File: src/rtl/uart_rx.sv
// 8N1 UART receiver: oversampled rx line, LSB-first byte recovery, valid/ready output
// with one-cycle frame_err and overrun pulses.
module uart_rx #(
    parameter int unsigned CLK_HZ = 50000000,
    parameter int unsigned BAUD   = 921600
) (
    input  logic       clk,
    input  logic       rst,
    input  logic       rx,
    output logic [7:0] data,
    output logic       valid,
    input  logic       ready,
    output logic       frame_err,
    output logic       overrun
);

    localparam int unsigned DIV  = (CLK_HZ + BAUD / 2) / BAUD;
    localparam int unsigned HALF = DIV / 2;
    localparam int unsigned CW   = $clog2(DIV + 1);

    typedef enum logic [2:0] {
        WAIT_HI,
        IDLE,
        START,
        DATA,
        STOP
    } state_t;

    state_t        state_q, state_d;
    logic [1:0]    sync_q, sync_d;
    logic [CW-1:0] cnt_q, cnt_d;
    logic [2:0]    bit_idx_q, bit_idx_d;
    logic [7:0]    shreg_q, shreg_d;
    logic [7:0]    data_q, data_d;
    logic          valid_q, valid_d;
    logic          frame_err_q, frame_err_d;
    logic          overrun_q, overrun_d;
    logic          rx_s;
    logic          deliver;

    assign rx_s      = sync_q[1];
    assign data      = data_q;
    assign valid     = valid_q;
    assign frame_err = frame_err_q;
    assign overrun   = overrun_q;

    always_ff @(posedge clk) begin
        if (rst) begin
            state_q     <= WAIT_HI;
            sync_q      <= 2'b11;
            cnt_q       <= '0;
            bit_idx_q   <= '0;
            shreg_q     <= '0;
            data_q      <= '0;
            valid_q     <= 1'b0;
            frame_err_q <= 1'b0;
            overrun_q   <= 1'b0;
        end else begin
            state_q     <= state_d;
            sync_q      <= sync_d;
            cnt_q       <= cnt_d;
            bit_idx_q   <= bit_idx_d;
            shreg_q     <= shreg_d;
            data_q      <= data_d;
            valid_q     <= valid_d;
            frame_err_q <= frame_err_d;
            overrun_q   <= overrun_d;
        end
    end

    always_comb begin
        state_d     = state_q;
        sync_d      = {sync_q[0], rx};
        cnt_d       = cnt_q;
        bit_idx_d   = bit_idx_q;
        shreg_d     = shreg_q;
        data_d      = data_q;
        valid_d     = valid_q;
        frame_err_d = 1'b0;
        overrun_d   = 1'b0;
        deliver     = 1'b0;

        if (valid_q && ready) begin
            valid_d = 1'b0;
        end

        case (state_q)
            WAIT_HI: begin
                if (rx_s) begin
                    state_d = IDLE;
                end
            end
            IDLE: begin
                if (!rx_s) begin
                    state_d = START;
                    cnt_d   = CW'(HALF - 1);
                end
            end
            START: begin
                // Mid-start-bit check rejects short low glitches.
                if (cnt_q == '0) begin
                    if (!rx_s) begin
                        state_d   = DATA;
                        cnt_d     = CW'(DIV - 1);
                        bit_idx_d = '0;
                    end else begin
                        state_d = IDLE;
                    end
                end else begin
                    cnt_d = cnt_q - 1'b1;
                end
            end
            DATA: begin
                if (cnt_q == '0) begin
                    shreg_d[bit_idx_q] = rx_s;
                    cnt_d              = CW'(DIV - 1);
                    if (bit_idx_q == 3'd7) begin
                        state_d = STOP;
                    end else begin
                        bit_idx_d = bit_idx_q + 3'd1;
                    end
                end else begin
                    cnt_d = cnt_q - 1'b1;
                end
            end
            STOP: begin
                if (cnt_q == '0) begin
                    if (rx_s) begin
                        deliver = 1'b1;
                        state_d = IDLE;
                    end else begin
                        frame_err_d = 1'b1;
                        state_d     = WAIT_HI;
                    end
                end else begin
                    cnt_d = cnt_q - 1'b1;
                end
            end
            default: begin
                state_d = WAIT_HI;
            end
        endcase

        // A held byte is never overwritten; the new one is dropped instead.
        if (deliver) begin
            if (!valid_q || ready) begin
                data_d  = shreg_q;
                valid_d = 1'b1;
            end else begin
                overrun_d = 1'b1;
            end
        end
    end

endmodule

File: config.mk
export PLATFORM = sky130hd
export DESIGN_NAME = uart_rx
export DESIGN_NICKNAME = d
export VERILOG_FILES = /design/src/rtl/uart_rx.sv
export SDC_FILE = /design/constraint.sdc
export NUM_CORES = 1
export LEC_CHECK = 0
export ABC_AREA = 0
export CAP_MARGIN = 20
export CORE_UTILIZATION = 50
export CTS_BUF_LIST = sky130_fd_sc_hd__clkbuf_4
export DETAILED_ROUTE_END_ITERATION = 10
export GPL_TIMING_DRIVEN = 1
export PLACE_DENSITY = 0.71
export SLEW_MARGIN = 5
export SYNTH_ARGS = -nofsm -noshare
export SYNTH_HDL_FRONTEND = slang
export SYNTH_SLANG_ARGS = --single-unit
File: constraint.sdc
create_clock -name clk -period 3.05 [get_ports clk]
set_input_delay 0.61 -clock clk [delete_from_list [all_inputs] [get_ports clk]]
set_output_delay 0.61 -clock clk [all_outputs]
set_load 0.02 [all_outputs]
==> metrics <==
Final TNS setup=0 ns; CTS root buf=clkbuf_4; Top Ports=15; total power=around 0.77 mW; vias in the first global route=about 1300; ANT cells=0; row cnt=20; top post-synthesis cells by area=dfxtp_1 38%, mux2i_1 9.9%, nand2b_1 8.7%, a21oi_1 3.2%, ha_1 2.2%; met1 Usage GRT=a little over a quarter; Core ar.=3150 um^2; post-synthesis sequential area ratio=38.3%; net count after synthesis=roughly 200; Synth top area share=38.3%; Via Count=1451; post-CTS resize count=0; maxcap violations=0; clk buf depth=2; Post-layout nets=210; post-DR wirelength/cell=between 10 and 15 um; Num CTS Buffers=5; CP Launch Type=register; Peak VDD IR=0.252 mV; Post-synth EDFFs=0; CTS H-Tree Depth=2; Final Setup Violations=0; worst skew pair latency=between 0.3 and 0.4 ns; layout overhead on the synthesized area=12.7%; register bit count reported by yosys=33; CP Class=register to register; Fillers=about 280; Synth Cell Area=between 1500 and 2000 um^2; cts hold-fix bufs=0; status=finished, final reports clean; first drt pass iteration count=4; Placed Area=about 1900 um^2; WP data required=about 3.3 ns; Worst Tran Pin Value=about 0.78 ns; Worst EP arrival=about 2.5 ns; unrepaired setup endpoints after global routing=false; warnings from Yosys=0; DRC=0; Final HPWL DP=2460 um; Post-CTS Repair Setup Buffers=0; Syn Inst Count=~190; Port Buffers=14; WHS Path Cells=1; total gr overflow=0; Leak Pwr=roughly 0.66 nW; top cell type by total area after synthesis=dfxtp_1; DIE WIDTH=slightly above 60 um; Final Cell Area=a little under 2000 um^2; met2 Usage GRT=36.4%; CTS tree=built; cell depth of the worst flop-to-flop path=7; CP Max Fanout=11; Hold Path Class=register to register; Reg clk slew, reported paths=0.10 ns; Synth async-reset ratio=0%; Die ar.=roughly 3700 um^2; met3 GRT Util=~5.8%; Max Freq=roughly 0.45 GHz; PwrDens=a little under 400 nW/um^2; layout cell share with drive strength beyond 1=between 10% and 20%; Synth Area per Inst=roughly 9 um^2; vias per inst=between 5 and 6; largest net degree at the start of global routing=18; Routed Antenna Nets=0; minimum clock period=around 2.2 ns; Final Hold Viols=0; Routed WL=around 3500 um; Final period util=72.8%; Final Max Tran Viols=0; max_slew headroom=47.9%; antenna violations before repair=0; DRT iter0 DRCs=approximately 100; post-route clock skew=0.00853 ns; first-pass GRT wire length=approximately 6000 um; CP Capture Type=register; busiest grt layer=met2; Initial Util=between 50% and 60%; Synth Flop Type=dfxtp_1; area of the multi-input gates=between 900 and 1000 um^2; Tot GR Track Use=roughly 22%; Cell variety after synth=44; sequential cell area=661 um^2; clock sink total=33; GPL Wtd Cong=around 0.84; Chip Height=between 60 and 70 um
==> synth_stat cells, drive strengths merged, types with 2 or more instances <==
cell type and n:
nor3 5, nor4 3, nor2 7, clkbuf 8
nand2b 24, mux2i 17, nand3b 3, or3 4
o31a 2, o32ai 3, or3b 3, a31oi 5
nand3 3, dfxtp 33, nand4 3, nor3b 4
nand2 8, a311oi 2, o21ai 7, or2 3
a211oi 2, buf 5, ha 3, inv 6
a21oi 11, nor2b 4, a32oi 2
==> cells by family (layout without fill, tap and decap cells) <==
family | after synthesis | in the layout | synth area share, %
AO/OA/AOI/OAI | 39 | 39 | 16.4
XOR/XNOR | 1 | 1 | 0.508
adder cells (fa/ha/maj) | 3 | 3 | 2.18
buffers and inverters | 19 | 31 | 4.50
flip-flops | 33 | 33 | 38.3
multiplexers | 17 | 17 | 9.87
AND/OR/NAND/NOR | 79 | 79 | 28.2
==> through the flow <==
| step | hold WS, ns | utilization (%) | worst slack [ns] | instances |
|---|---|---|---|---|
| 3_5_place_dp | 0.401 | 60.1 | 0.863 | 240 |
| 2_1_floorplan | 0.389 | - | 1.22 | 191 |
| 5_1_grt | 0.447 | 61.6 | 0.616 | 247 |
| 3_3_place_gp | 0.392 | 60.1 | 0.923 | 240 |
| 6_report | 0.420 | 61.6 | 0.828 | 247 |
| 4_1_cts | 0.423 | 61.6 | 0.833 | 247 |
==> metal layers <==
layer,wire length (um),up-vias,part of all wire (%)
li1,-,720,-
met3,173,6,4.9
met4,36,0,1.0
met1,1600,682,45
met5,0,-,0
met2,1710,43,49
==> sequential cells by signal, indices dropped and copies added, names as in the netlist <==
signal,count
cnt_q,6
valid,1
sync_q,2
data,8
frame_err,1
bit_idx_q,3
overrun,1
state_q,3
shreg_q,8
==> worst paths after layout <==
path                                             from                    to  slack (ns)
worst max register to register  cnt_q[0]$_SDFFE_PP0P_  data[3]$_SDFFE_PP0P_        0.83
worst min register to register   sync_q[0]$_SDFF_PP1_  sync_q[1]$_SDFF_PP1_        0.42
worst min-delay path             sync_q[0]$_SDFF_PP1_  sync_q[1]$_SDFF_PP1_        0.42
worst max-delay path            cnt_q[0]$_SDFFE_PP0P_  data[3]$_SDFFE_PP0P_        0.83
==> layout make-up <==
type                       instances  share of cell area [%]
sequential                        33                    34.0
tap                               44                    2.83
timing repair buffer              18                    8.76
clock buffer                       6                    2.32
multi-input combinational        139                    50.7
clock inverter                     1                   0.193
inverter                           6                    1.16
==> cell usage in the layout (no fill, tap or decap), types with 2 or more instances in the layout <==
cell             Yosys  final
ha_1                 3      3
a211oi_1             2      2
nand4_1              3      3
or3b_2               2      2
o21ai_0              6      6
a31oi_1              5      5
nand3_1              3      3
nand3b_1             3      3
dfxtp_1             33     33
clkdlybuf4s50_1      0     14
nor2_1               7      7
nor2b_1              4      4
nor4_1               2      2
mux2i_1             17     17
inv_1                6      6
nand2b_1            24     24
buf_4                0      4
nand2_1              8      8
or2_2                3      3
o31a_1               2      2
a21oi_1             11     11
o32ai_1              3      3
nor3_1               5      5
nor3b_1              3      3
a311oi_1             2      2
or3_1                4      4
a32oi_1              2      2
clkbuf_4             0      6
==> critical path, cell delays in order, from the launching register on <==
cell and delay (ns):
dfxtp_1 0.37, inv_1 0.08, ha_1 0.20, nor3b_1 0.20, buf_4 0.21, nand4_1 0.17, nor2b_1 0.66, mux2i_1 0.26
==> where the power goes <==
group          switching, mW  total, mW  leakage [nW]  internal [mW]
clock network          0.145      0.237        0.0292         0.0925
logic                 0.0464     0.0833         0.365         0.0369
registers             0.0122      0.449         0.267          0.436
Power figures use the tool's default switching activity.
